`config.mk`:
```
export PLATFORM = sky130hd
export DESIGN_NAME = hazard_stall_unit
export DESIGN_NICKNAME = d
export VERILOG_FILES = /design/src/rtl/hazard_stall_unit.sv
export SDC_FILE = /design/constraint.sdc
export NUM_CORES = 1
export LEC_CHECK = 0
export BUFFER_PORTS_ARGS = -buffer_cell sky130_fd_sc_hd__buf_2
export CORE_UTILIZATION = 36
export DETAILED_ROUTE_END_ITERATION = 16
export MAX_ROUTING_LAYER = met4
export PLACE_DENSITY = 0.85
export SETUP_SLACK_MARGIN = 0.4
export SLEW_MARGIN = 15
export SYNTH_ARGS = -nofsm -noshare
export SYNTH_HDL_FRONTEND = slang
export SYNTH_SLANG_ARGS = --single-unit
```
`constraint.sdc`:
```
create_clock -name clk -period 1.9 [get_ports clk]
set_input_delay 0.19 -clock clk [delete_from_list [all_inputs] [get_ports clk]]
set_output_delay 0.19 -clock clk [all_outputs]
set_load 0.05 [all_outputs]
```
`src/rtl/hazard_stall_unit.sv`:
```
// rtl/hazard_stall_unit.sv - decode-stage bubble/freeze controller with a registered bubble counter
// Optional perf counters are enabled by defining HAZARD_PERF_EN.
module hazard_stall_unit (
    input  logic       clk,
    input  logic       rst,
    input  logic [4:0] rs1,
    input  logic [4:0] rs2,
    input  logic       use_rs1,
    input  logic       use_rs2,
    input  logic       branch,
    input  logic       jalr,
    input  logic [4:0] ID_EX_rd,
    input  logic       ID_EX_regwrite,
    input  logic       ID_EX_memread,
    input  logic [4:0] EX_MEM_rd,
    input  logic       EX_MEM_regwrite,
    input  logic       EX_MEM_memread,
    input  logic       mem_stall,
    input  logic       kill,
    output logic       pc_write,
    output logic       IF_ID_write,
    output logic       ID_EX_write,
    output logic       ID_EX_bubble,
    output logic       hazard_busy
`ifdef HAZARD_PERF_EN
    ,
    output logic [31:0] perf_bubble_cnt,
    output logic [31:0] perf_memstall_cnt
`endif
);

    localparam logic [0:0] S_IDLE  = 1'b0;
    localparam logic [0:0] S_STALL = 1'b1;

    logic [0:0] state_q, state_d;
    logic [1:0] cnt_q, cnt_d;
    logic       m_e1, m_e2, m_m1, m_m2;
    logic [1:0] need_n;

    always_comb begin
        m_e1 = (ID_EX_rd  != 5'd0) && (ID_EX_rd  == rs1) && use_rs1;
        m_e2 = (ID_EX_rd  != 5'd0) && (ID_EX_rd  == rs2) && use_rs2;
        m_m1 = (EX_MEM_rd != 5'd0) && (EX_MEM_rd == rs1) && use_rs1;
        m_m2 = (EX_MEM_rd != 5'd0) && (EX_MEM_rd == rs2) && use_rs2;

        // One-bubble rules first, two-bubble rules override to yield the maximum.
        need_n = 2'd0;
        if (ID_EX_memread && (m_e1 || m_e2) && !branch && !jalr) need_n = 2'd1;
        if (branch && EX_MEM_memread && (m_m1 || m_m2))          need_n = 2'd1;
        if (jalr && ID_EX_regwrite && !ID_EX_memread && m_e1)     need_n = 2'd1;
        if (jalr && EX_MEM_memread && m_m1)                       need_n = 2'd1;
        if (branch && ID_EX_memread && (m_e1 || m_e2))            need_n = 2'd2;
        if (jalr && ID_EX_memread && m_e1)                        need_n = 2'd2;
    end

    always_comb begin
        state_d      = state_q;
        cnt_d        = cnt_q;
        pc_write     = 1'b1;
        IF_ID_write  = 1'b1;
        ID_EX_write  = 1'b1;
        ID_EX_bubble = 1'b0;
        if (rst) begin
            pc_write     = 1'b0;
            IF_ID_write  = 1'b0;
            ID_EX_bubble = 1'b1;
            state_d      = S_IDLE;
            cnt_d        = 2'd0;
        end else if (mem_stall) begin
            pc_write    = 1'b0;
            IF_ID_write = 1'b0;
            ID_EX_write = 1'b0;
        end else if (kill) begin
            state_d = S_IDLE;
            cnt_d   = 2'd0;
        end else if (state_q == S_STALL) begin
            pc_write     = 1'b0;
            IF_ID_write  = 1'b0;
            ID_EX_bubble = 1'b1;
            cnt_d        = (cnt_q == 2'd0) ? 2'd0 : cnt_q - 2'd1;
            if (cnt_q <= 2'd1) state_d = S_IDLE;
        end else if (need_n != 2'd0) begin
            pc_write     = 1'b0;
            IF_ID_write  = 1'b0;
            ID_EX_bubble = 1'b1;
            cnt_d        = need_n - 2'd1;
            state_d      = (need_n > 2'd1) ? S_STALL : S_IDLE;
        end
        hazard_busy = !rst && (state_q == S_STALL);
    end

    always_ff @(posedge clk) begin
        if (rst) begin
            state_q <= S_IDLE;
            cnt_q   <= 2'd0;
        end else begin
            state_q <= state_d;
            cnt_q   <= cnt_d;
        end
    end

`ifdef HAZARD_PERF_EN
    logic [31:0] perf_bubble_q, perf_bubble_d;
    logic [31:0] perf_memstall_q, perf_memstall_d;

    always_comb begin
        perf_bubble_d   = perf_bubble_q;
        perf_memstall_d = perf_memstall_q;
        if (ID_EX_bubble && perf_bubble_q != 32'hFFFF_FFFF)
            perf_bubble_d = perf_bubble_q + 32'd1;
        if (mem_stall && perf_memstall_q != 32'hFFFF_FFFF)
            perf_memstall_d = perf_memstall_q + 32'd1;
    end

    always_ff @(posedge clk) begin
        if (rst) begin
            perf_bubble_q   <= 32'd0;
            perf_memstall_q <= 32'd0;
        end else begin
            perf_bubble_q   <= perf_bubble_d;
            perf_memstall_q <= perf_memstall_d;
        end
    end

    assign perf_bubble_cnt   = perf_bubble_q;
    assign perf_memstall_cnt = perf_memstall_q;
`endif

endmodule
```
# == After elaboration in Yosys (flattened, before gate mapping) ==
# Index checks and enable logic that the tools add are counted.
# op_classes
add_sub_neg,2
magnitude_cmp,2
n_eq_ne,4
n_mux,27
n_bitwise,1
reduce_logical,35
# ops
operator,n
$logic_and 1x1->1,23
$eq 5x5->1,4
$mux 1,20
$mux 2,7
$reduce_bool 5->1,2
$logic_not 1->1,4
$sub 2x1->2 const B,2
$reduce_bool 3->1,1
$gt 2x1->1 const B,1
$le 2x1->1 const B,1
$logic_not 2->1,1
$logic_or 1x1->1,2
$reduce_and 2->1,1
$reduce_bool 2->1,1
$not 1->1,1
# totals
register_bits,3
in_bits,32
output_inout_bits,5
word_cells,73

# == Logic depth before layout (Yosys ltp) ==
# Gate-level depths: netlist of run 1.
# logic_depth
word_depth,19
mapped_depth,13
ltp_nobuf,13

# == Worst setup path before layout of run 1 ==
# No wires, ideal clock.
# synth_path
path_type,in2out
from,input port ID_EX_rd[0]
to,output port pc_write
arrival_time_ns,2.857
t_required_ns,1.710
path_slack_ns,-1.147
stages,10
path_buffers,1
path_cell_list,nor3_1 nand2_1 nor3b_1 a32oi_1 o41ai_1 nand2_1 ha_1 nand2b_1 a211oi_1 buf_4
# synth_via
elab_chain_len,19
word_cells_on_any_way,26
cone_classes,eq/ne: 2; mux: 11; reduce/logical: 13
# synth_rtl
element,line,source
start: declaration,12,"input logic [4:0] ID_EX_rd,"
$eq 5x5->1 (tied with other cells),41,m_e1 = (ID_EX_rd != 5'd0) && (ID_EX_rd == rs1) && use_rs1;
"$logic_and 1x1->1, on equally long branches (2 in a row)","41, 42",
$logic_or 1x1->1,"48, 52",
$logic_and 1x1->1 (3 in a row),48,if (ID_EX_memread && (m_e1 || m_e2) && !branch && !jalr) need_n = 2'd1;
$mux 1,48,
$mux 1,49,if (branch && EX_MEM_memread && (m_m1 || m_m2)) need_n = 2'd1;
$mux 1,50,if (jalr && ID_EX_regwrite && !ID_EX_memread && m_e1) need_n = 2'd1;
$mux 2,51,if (jalr && EX_MEM_memread && m_m1) need_n = 2'd1;
$mux 2,52,if (branch && ID_EX_memread && (m_e1 || m_e2)) need_n = 2'd2;
$mux 2 (*),53,if (jalr && ID_EX_memread && m_e1) need_n = 2'd2;
$reduce_bool 2->1 (*),82,end else if (need_n != 2'd0) begin
$mux 1 (*) (5 in a row),--,
end: declaration,20,"output logic pc_write,"
# Mark *: on every way between the ends. The rest lies on a longest branch, timed or not.

# == Worst setup path after layout of run 1 ==
# layout_path
from,input port rs1[3]
to,register cnt_q[0]
# layout_via
elab_chain_len,17
word_cells_on_any_way,29
cone_classes,add/sub: 1; eq/ne: 2; mux: 9; reduce/logical: 17
# layout_rtl
element,line,source
start: declaration,6,"input logic [4:0] rs1,"
$eq 5x5->1,41,
$logic_and 1x1->1 (2 in a row),41,
$logic_or 1x1->1,"48, 52",
$logic_and 1x1->1 (3 in a row),48,
$mux 1,48,
$mux 1,49,
$mux 1,50,
$mux 2,51,
$mux 2,52,
$mux 2 (*),53,
$sub 2x1->2,86,cnt_d = need_n - 2'd1;
$mux 2,82,
$mux 2,76,end else if (state_q == S_STALL) begin
$mux 2,73,end else if (kill) begin
end signal: assignment,98,cnt_q <= cnt_d;
end: declaration,36,"logic [1:0] cnt_q, cnt_d;"
# Mark *: on every way between the ends. The rest lies on a longest branch, timed or not. The select of a mux whose other input is x is not followed.
# A chain may end at the register's enable or synchronous reset.

==> results of run 1 <==
layout make-up:
type                            count  area (um^2)
Inverter                            2         7.51
Clock buffer                        4         26.3
Sequential cell                     3         60.1
Fill cell                          78          186
Timing Repair Buffer               54          413
Tap cell                           15         18.8
Multi-Input combinational cell     69          622
registers in the layout, summed over array words and instances (netlist names):
register,count
state_q,1
cnt_q,2
power breakdown:
group | switching (uW) | internal, uW | total, uW | leakage [uW]
sequential | 0.352 | 63.7 | 64.1 | 0.0000242
clock | 37.2 | 79.0 | 116 | 0.0000150
combinational | 110 | 122 | 232 | 0.000459
total | 148 | 264 | 412 | 0.000498
synthesized netlist by cell type:
cell / number
nand2b_1: 2
nand3_1: 2
a211oi_1: 2
a21o_1: 1
nor3_1: 2
nand4_1: 5
ha_1: 1
nor2_1: 5
dfxtp_1: 3
nand2_1: 7
nor2b_1: 3
o22ai_1: 2
o41ai_1: 1
xnor2_1: 20
inv_1: 2
buf_4: 1
nor3b_1: 1
and2_1: 1
o21ai_0: 5
or4_1: 1
a21oi_1: 5
a32oi_1: 2
nand3b_1: 1
routing by layer:
layer  routed length [um]  global-route usage [%]  up-vias  share of wire, %
li1                     -                       -      386                 -
met4                  144                    16.7        0               6.3
met1                  775                    23.5      385                34
met2                 1250                    57.1       52                54
met3                  129                    4.44       14               5.6
met5                    0                       -        -                 0
final timing paths:
path	to	startpoint	depth (start not counted)
worst max-delay path	cnt_q[0]	rs1[3]	16
worst min-delay path	state_q	rst	2
worst max register to register	cnt_q[0]	state_q	7
worst min register to register	cnt_q[1]	cnt_q[1]	2
timing repair:
action	CTS	global route
pin swaps	13	11
gates resized for setup	26	13
endpoints found under the hold margin	0	0
buffers inserted	2	1
hold buffers	0	0
endpoints found under the setup margin	6	6
metrics by stage:
step	power, uW	worst slack (ns)	TNS, ns	hold slack, ns
after detailed placement	243	-0.317	-1.33	0.473
final	412	-0.281	-1.01	0.225
after global placement	238	-0.253	-1.02	0.467
after CTS	390	-0.199	-0.732	0.215
after floorplan	153	-0.317	-0.388	0.259
after global routing	430	-0.452	-1.68	0.244
kinds of logic (layout without fill, tap and decap cells):
logic type      Yosys count  count (layout)  share of synthesized area (%)
compound gates           18              18                           21.0
xor+xnor                 20              20                           33.0
buf+inv                   3              60                           2.83
simple gates             30              30                           29.5
fa+ha+maj                 1               1                           2.36
flops                     3               3                           11.3
==> flow_metrics.py, run 1 <==
metrics = {
    "status": {
        "status": "finished, violations left",
        "violations": "negative setup slack",
    },
    "cells_and_area": {
        "final_common_cell": "buf_2",
        "drive_gt1_share_pct": 56.1,
        "n_antenna_cell": 0,
        "nets": 166,
        "stdcell_count": 147,
        "mostFrequentLayoutCells": "24 x buf_2, 16 x buf_4, 14 x xnor2_1, 10 x buf_6, 6 x nand2_1",
        "area_delta_synth_final_pct": 116,
        "final_area_mm2": 0.00115,
        "final_util_pct": 86.0,
    },
    "logic_synthesis": {
        "synthesis.area_um2": 531,
        "synth.top_cells.by_area": "xnor2_1 33%, dfxtp_1 11%, nand4_1 5.9%",
        "syn_area_per_cell_um2": 7.07,
        "synth_fp_nets": 108,
        "synthCells": 75,
        "yosys.area.top_type": "xnor2_1",
        "synth_top_area_share_pct": 33.0,
        "synth.yosys.seq_area_share_pct": 11.3,
        "ys_ff_latch": 3,
        "synth_cell_types": 23,
        "ys_warn_count": 0,
    },
    "route": {
        "vias": 837,
        "first_pass_iters": 4,
        "routed_wirelength_um": 2300,
        "drt_iter0_drc": 24,
        "postRouteAntennaNets": 0,
        "drc_errors": 0,
        "wl_per_cell_um": 15.7,
        "via_per_inst": 5.69,
    },
    "place": {
        "dp_cells": 140,
        "port_buffers": 35,
        "place_area_um2": 901,
        "gp_congestion": 0.932,
        "hpwl_um": 1470,
    },
    "floorplan": {
        "die_height_um": 40.4,
        "fp-row-count": 13,
        "ios": 37,
        "dieWidth_um": 40.4,
        "dieArea_mm2": 0.00163,
        "core_area_mm2": 0.00133,
        "start_util_pct": 39.8,
    },
    "grt": {
        "grt_max_degree": 8,
        "grt_pass1_vias": 764,
        "antenna_found_initial": 0,
        "grt_pass1_wl_um": 2950,
        "grt_usage_pct": 28.4,
        "grt_overflow": 0,
    },
    "worst_setup_path": {
        "critPathSlowestCell": "nor3b_4",
        "startpoint_type": "input pin",
        "r2r_slack_ns": 0.51,
        "critPathCaptureType": "flop",
        "critical_path_class": "in2reg",
        "crit_fanout": 3,
        "worstPathCellList": "buf_8 -> xnor2_4 -> nand4_1 -> buf_4 -> nor3b_4 -> a32oi_2 -> o41ai_4 -> nand2_1 -> ha_4 -> nand2b_4 -> buf_6 -> nor2_1 -> o21ai_1 -> o21ai_1 -> nor2b_1 -> a211oi_1",
        "worst-path-buf-inv": 3,
        "crit_top_cell": "o21ai_1",
        "cpPeakStageDelay_ns": 0.20,
        "required_ns": 2.02,
        "critPathArrivalTime_ns": 2.30,
        "path_delay_family": "simple AND/OR/NAND/NOR gates",
    },
    "cts": {
        "clock_latency_ns": 0.24,
        "clk_pin_slew_ns": 0.04,
        "ctsLongestPathBuffers": 2,
        "cts.sinks": 3,
        "htreeDepth": 1,
        "cts_tree": "yes",
        "cts_root_buffer": "clkbuf_4",
        "numCtsBuffers": 3,
    },
    "sta": {
        "fin_crit_sh_pct": 115,
        "slew_headroom_pct": 80.6,
        "tightest_slew_ns": 0.288,
        "finalMaxSlewViolations": 0,
        "rsz0062_at_grt": "true",
        "setup_violations": 5,
        "post-route-min-period_ns": 2.18,
        "hold_viol_final": 0,
        "maxClockFrequency_mhz": 458,
        "layout_setup_ws_ns": -0.281,
        "clock_skew_ns": 0.00809,
    },
    "power": {
        "power.density_mw_per_mm2": 359,
        "max-vdd-ir-drop_mv": 0.226,
        "p_leak_uw": 0.000498,
    },
    "hold_path": {
        "worstHoldPathType": "in2reg",
    },
    "run": {
        "maxCapViolations": 0,
    },
}
Note: power is estimated with default switching activity, not from simulation.
==> run 2, diff against run 1 <==
==> constraint.sdc (replaced) <==
create_clock -name clk -period 1.9 [get_ports clk]
set_input_delay 0.285 -clock clk [delete_from_list [all_inputs] [get_ports clk]]
set_output_delay 0.285 -clock clk [all_outputs]
set_load 0.05 [all_outputs]
==> run 2 against run 1 <==
Compared with the run above:
- the run still ends with negative setup slack left
- largest power group unchanged
- maximum frequency shrank 2.3%
- die area is the same
- non-clock buffer count shrank 2
- utilization shrank 4.9 points
- highest routed layer unchanged
- setup slack lost 0.052 ns
==> flow_metrics.py, run 2 (synthesized netlist as in run 1, its figures left out) <==
metrics = {
    "status": {
        "status": "finished, violations left",
        "violations": "negative setup slack",
    },
    "run": {
        "maxCapViolations": 0,
    },
    "worst_setup_path": {
        "path_delay_family": "simple AND/OR/NAND/NOR gates",
        "required_ns": 1.62,
        "rr_endpoint": "cnt_q[0]",
        "rr_worst_depth": 7,
        "crit_fanout": 3,
        "critPathCaptureType": "output pin",
        "cpPeakStageDelay_ns": 0.24,
        "rr_startpoint": "state_q",
        "critical_path_class": "in2out",
        "critPathSlowestCell": "a211oi_4",
        "startpoint": "rs1[3]",
        "startpoint_type": "input pin",
        "worst-path-buf-inv": 3,
        "worstPathCellList": "buf_8 -> xnor2_4 -> nand4_1 -> buf_4 -> nor3b_4 -> a32oi_2 -> nand2_2 -> ha_4 -> nand2b_4 -> a211oi_4 -> buf_6",
        "endpoint": "pc_write",
        "cp_num_cells": 11,
        "r2r_slack_ns": 0.60,
        "critPathArrivalTime_ns": 1.95,
    },
    "cells_and_area": {
        "largest_register_ffs": 2,
        "top_register": "cnt_q",
        "drive_gt1_share_pct": 53.1,
        "final_common_cell": "buf_2",
        "fillers": 93,
        "area_delta_synth_final_pct": 104,
        "nets": 164,
        "largest_registers": "cnt_q: 2 flops, state_q: 1 flops",
        "stdcell_count": 145,
        "n_antenna_cell": 0,
        "mostFrequentLayoutCells": "23 x buf_2, 17 x buf_4, 16 x xnor2_1, 8 x buf_6, 6 x nand2_1",
    },
    "route": {
        "drc_errors": 0,
        "drt_iter0_drc": 11,
        "first_pass_iters": 4,
        "postRouteAntennaNets": 0,
        "routed_wirelength_um": 1880,
        "wl_per_cell_um": 12.9,
        "via_per_inst": 5.37,
        "vias": 779,
    },
    "power": {
        "max-vdd-ir-drop_mv": 0.173,
        "p_leak_uw": 0.000458,
        "power.density_mw_per_mm2": 358,
        "power.switching_uw": 130,
        "p_int_uw": 257,
        "switching_share_pct": 33.6,
        "sequentialPowerShare_pct": 16.5,
        "p_clk_share_pct": 28.6,
        "combPwrFrac_pct": 54.9,
    },
    "cts": {
        "ctsLongestPathBuffers": 2,
        "clock_latency_ns": 0.23,
        "numCtsBuffers": 3,
        "cts_root_buffer": "clkbuf_4",
        "clk_pin_slew_ns": 0.04,
        "cts.sinks": 3,
        "htreeDepth": 1,
        "cts_tree": "yes",
    },
    "sta": {
        "maxClockFrequency_mhz": 448,
        "holdWs_ns": 0.342,
        "layout_setup_ws_ns": -0.333,
        "finalSetupTns_ns": -1.23,
        "setup_violations": 5,
        "clock_skew_ns": 0.00204,
        "tightest_slew_ns": 0.325,
        "fin_crit_sh_pct": 118,
        "finalMaxSlewViolations": 0,
        "rsz0062_at_grt": "true",
        "post-route-min-period_ns": 2.23,
        "hold_viol_final": 0,
        "slew_headroom_pct": 78.1,
    },
    "grt": {
        "grt_max_degree": 8,
        "grt_pass1_vias": 747,
        "antenna_found_initial": 0,
        "grt_overflow": 0,
        "grt_pass1_wl_um": 2800,
        "grt_usage_pct": 25.9,
    },
    "floorplan": {
        "dieWidth_um": 40.4,
        "core_area_mm2": 0.00133,
        "ios": 37,
        "start_util_pct": 39.8,
        "die_height_um": 40.4,
        "dieArea_mm2": 0.00163,
        "fp-row-count": 13,
    },
    "place": {
        "port_buffers": 35,
        "hpwl_um": 1430,
        "gp_congestion": 0.941,
        "dp_cells": 140,
    },
    "hold_path": {
        "worstHoldPathType": "in2reg",
    },
}
## run 2: worst min path at each step
stage,from,end,cells after the start
2_1_floorplan,rst,cnt_q[1],1
3_3_place_gp,cnt_q[1],cnt_q[1],2
3_5_place_dp,cnt_q[1],cnt_q[1],2
4_1_cts,rst,state_q,2
5_1_grt,rst,state_q,2
6_report,rst,state_q,2
## run 2: layout make-up
type / count / area, um^2 / share of cell area (%)
flip-flops and latches: 3 / 60.1 / 5.55
inverters: 2 / 7.51 / 0.694
multi-input cells: 69 / 577 / 53.3
well taps: 15 / 18.8 / 1.73
repair buffers: 52 / 393 / 36.3
clock buffers: 4 / 26.3 / 2.43
## run 2: power groups by stage
stage / clock, uW / sequential, uW / combinational, uW
CTS: 116 / 64.1 / 202
global placement: 0 / 65.1 / 172
global route: 124 / 64.1 / 227
detailed placement: 0 / 65.1 / 176
finish: 111 / 64.1 / 213
floorplan: 0 / 65.0 / 88.4
## run 2: routing by layer
metal	part of all wire, %	routed length (um)	track usage [%]
met5	0	0	-
met4	1.5	29	4.17
met3	4.3	81	2.22
met2	56	1060	55.6
met1	38	705	23.9
## run 2: stage by stage
step	total power [uW]	util, %	area (um^2)	worst slack, ns
after floorplan	153	-	598	-0.507
after global placement	237	67.5	901	-0.446
after detailed placement	241	67.5	901	-0.469
after CTS	382	78.3	1040	-0.361
after global routing	415	81.1	1080	-0.449
final	388	81.1	1080	-0.333
## run 2: repair_timing
item | CTS | global route
setup endpoints to repair | 6 | 6
gates resized for setup | 27 | 6
hold buffers | 0 | 0
pin swaps | 14 | 8
buffers inserted | 1 | 0
==> run 3, diff against run 2 <==
--- a/config.mk
+++ b/config.mk
@@ -7,6 +7,7 @@
 export LEC_CHECK = 0
 export BUFFER_PORTS_ARGS = -buffer_cell sky130_fd_sc_hd__buf_2
 export CORE_UTILIZATION = 36
+export CTS_BUF_LIST = sky130_fd_sc_hd__clkbuf_8 sky130_fd_sc_hd__clkbuf_16
 export DETAILED_ROUTE_END_ITERATION = 16
 export MAX_ROUTING_LAYER = met4
 export PLACE_DENSITY = 0.85
==> run 3 against run 2 <==
Compared with the run above:
- the run still ends with negative setup slack left
- sequential power is essentially flat
- sequential share of layout area is 0.095 points lower
- final cell count stayed put
- clock-buffer cell count shrank 1
- first-iteration DRC count is 9.1% higher
- register-to-register slack about the same
- combinational power barely moved
- hold slack improved by 0.0068 ns
- cell area rose by 1.7%
- non-clock buffer count unchanged
- power up 20%
- critical path type unchanged
==> flow_metrics.py, run 3 (synthesized netlist as in run 1, its figures left out) <==
metrics = {
    "sta": {
        "fin_crit_sh_pct": 117,
        "post-route-min-period_ns": 2.23,
        "hold_viol_final": 0,
        "setup_violations": 5,
        "rsz0062_at_grt": "true",
        "finalMaxSlewViolations": 0,
        "clock_skew_ns": 0.00193,
        "maxClockFrequency_mhz": 448,
        "layout_setup_ws_ns": -0.332,
        "tightest_slew_ns": 0.325,
        "slew_headroom_pct": 78.1,
        "finalSetupTns_ns": -1.25,
    },
    "worst_setup_path": {
        "required_ns": 1.62,
        "critPathCaptureType": "output pin",
        "cpPeakStageDelay_ns": 0.24,
        "crit_fanout": 3,
        "worstPathCellList": "buf_8 -> xnor2_4 -> nand4_1 -> buf_4 -> nor3b_4 -> a32oi_2 -> nand2_2 -> ha_4 -> nand2b_4 -> a211oi_4 -> buf_6",
        "startpoint_type": "input pin",
        "critPathSlowestCell": "a211oi_4",
        "critical_path_class": "in2out",
        "critPathArrivalTime_ns": 1.95,
    },
    "grt": {
        "grt_max_degree": 8,
        "grt_pass1_vias": 743,
        "grt_overflow": 0,
        "grt_usage_pct": 26.2,
        "antenna_found_initial": 0,
        "grt_pass1_wl_um": 2790,
    },
    "floorplan": {
        "fp-row-count": 13,
        "ios": 37,
        "core_area_mm2": 0.00133,
        "start_util_pct": 39.8,
        "dieWidth_um": 40.4,
        "die_height_um": 40.4,
        "dieArea_mm2": 0.00163,
    },
    "cts": {
        "cts.sinks": 3,
        "numCtsBuffers": 3,
        "cts_tree": "yes",
        "ctsLongestPathBuffers": 2,
        "clk_pin_slew_ns": 0.03,
        "htreeDepth": 1,
        "clock_latency_ns": 0.22,
        "cts_root_buffer": "clkbuf_8",
    },
    "power": {
        "max-vdd-ir-drop_mv": 0.225,
        "power.density_mw_per_mm2": 422,
        "p_leak_uw": 0.000470,
    },
    "cells_and_area": {
        "n_antenna_cell": 0,
        "drive_gt1_share_pct": 53.1,
        "largest_registers": "cnt_q: 2 flops, state_q: 1 flops",
        "mostFrequentLayoutCells": "23 x buf_2, 17 x buf_4, 16 x xnor2_1, 8 x buf_6, 6 x nand2_1",
        "largest_register_ffs": 2,
        "area_delta_synth_final_pct": 108,
        "top_register": "cnt_q",
        "fillers": 92,
        "nets": 164,
        "final_common_cell": "buf_2",
    },
    "route": {
        "drc_errors": 0,
        "drt_iter0_drc": 12,
        "vias": 782,
        "wl_per_cell_um": 13.1,
        "postRouteAntennaNets": 0,
        "routed_wirelength_um": 1900,
        "first_pass_iters": 4,
        "via_per_inst": 5.39,
    },
    "place": {
        "hpwl_um": 1430,
        "pre_cts_ws_ns": -0.469,
        "port_buffers": 35,
        "gp_congestion": 0.941,
    },
    "status": {
        "violations": "negative setup slack",
        "status": "finished, violations left",
    },
    "run": {
        "maxCapViolations": 0,
    },
    "hold_path": {
        "worstHoldPathType": "in2reg",
    },
}
==> run 3: cell count changes in the layout (fill, tap and decap cells not counted) <==
| cell | previous run | this run |
|---|---|---|
| clkbuf_4 | 3 | 0 |
| clkbuf_8 | 0 | 3 |
| clkbuf_1 | 1 | 0 |
| inv_1 | 2 | 3 |
==> run 3: layout make-up <==
| cell class | count | area (um^2) | area share (%) |
|---|---|---|---|
| multi-input cells | 69 | 577 | 52.4 |
| repair buffers | 52 | 393 | 35.7 |
| flip-flops and latches | 3 | 60.1 | 5.45 |
| clock buffers | 3 | 41.3 | 3.75 |
| well taps | 15 | 18.8 | 1.70 |
| inverters | 2 | 7.51 | 0.682 |
| clock inverters | 1 | 3.75 | 0.341 |
==> run 3: what timing repair did <==
action                                  4_1_cts  5_1_grt
pin swaps                                    14        8
endpoints found under the setup margin        6        6
hold buffers                                  0        0
buffers inserted                              1        0
gates resized for setup                      27        6
cloned                                        0        0
==> run 3: power by group <==
group	leakage (uW)	internal (uW)	switching, uW	total (uW)
Sequential	0.0000242	63.9	0.354	64.2
Clock	0.0000269	138	49.2	187
Combinational	0.000419	115	98.1	213
==> run 3: metrics by stage <==
| step | cell area, um^2 | total power (uW) | hold slack, ns | utilization [%] | instances |
|---|---|---|---|---|---|
| 4_1_cts | 1060 | 456 | 0.338 | 79.7 | 145 |
| 3_5_place_dp | 901 | 241 | 0.507 | 67.5 | 140 |
| 3_3_place_gp | 901 | 237 | 0.492 | 67.5 | 140 |
| 6_report | 1100 | 464 | 0.349 | 82.6 | 145 |
| 2_1_floorplan | 598 | 153 | 0.354 | - | 75 |
| 5_1_grt | 1100 | 484 | 0.375 | 82.6 | 145 |
==> run 3: worst max-delay path, delay by kind of cell <==
family / cells / cell delay (ns)
buf+inv: 3 / 0.47
fa+ha+maj: 1 / 0.15
simple gates: 4 / 0.54
compound gates: 2 / 0.34
xor+xnor: 1 / 0.15
==> run 3: final timing paths <==
| path | to | slack (ns) | start | cells after the start |
|---|---|---|---|---|
| setup / recovery | pc_write | -0.33 | rs1[3] | 11 |
| setup reg to reg | cnt_q[0] | 0.61 | state_q | 7 |
| hold reg to reg | cnt_q[1] | 0.51 | cnt_q[1] | 2 |
| hold / removal | state_q | 0.35 | rst | 2 |
==> run 3: metal layers <==
| metal | wire length (um) | part of all wire (%) | up-vias | global-route usage (%) |
|---|---|---|---|---|
| li1 | - | - | 380 | - |
| met1 | 705 | 37 | 354 | 23.9 |
| met2 | 1050 | 55 | 42 | 54.4 |
| met3 | 89 | 4.7 | 6 | 2.22 |
| met4 | 53 | 2.8 | 0 | 9.17 |
| met5 | 0 | 0 | - | - |
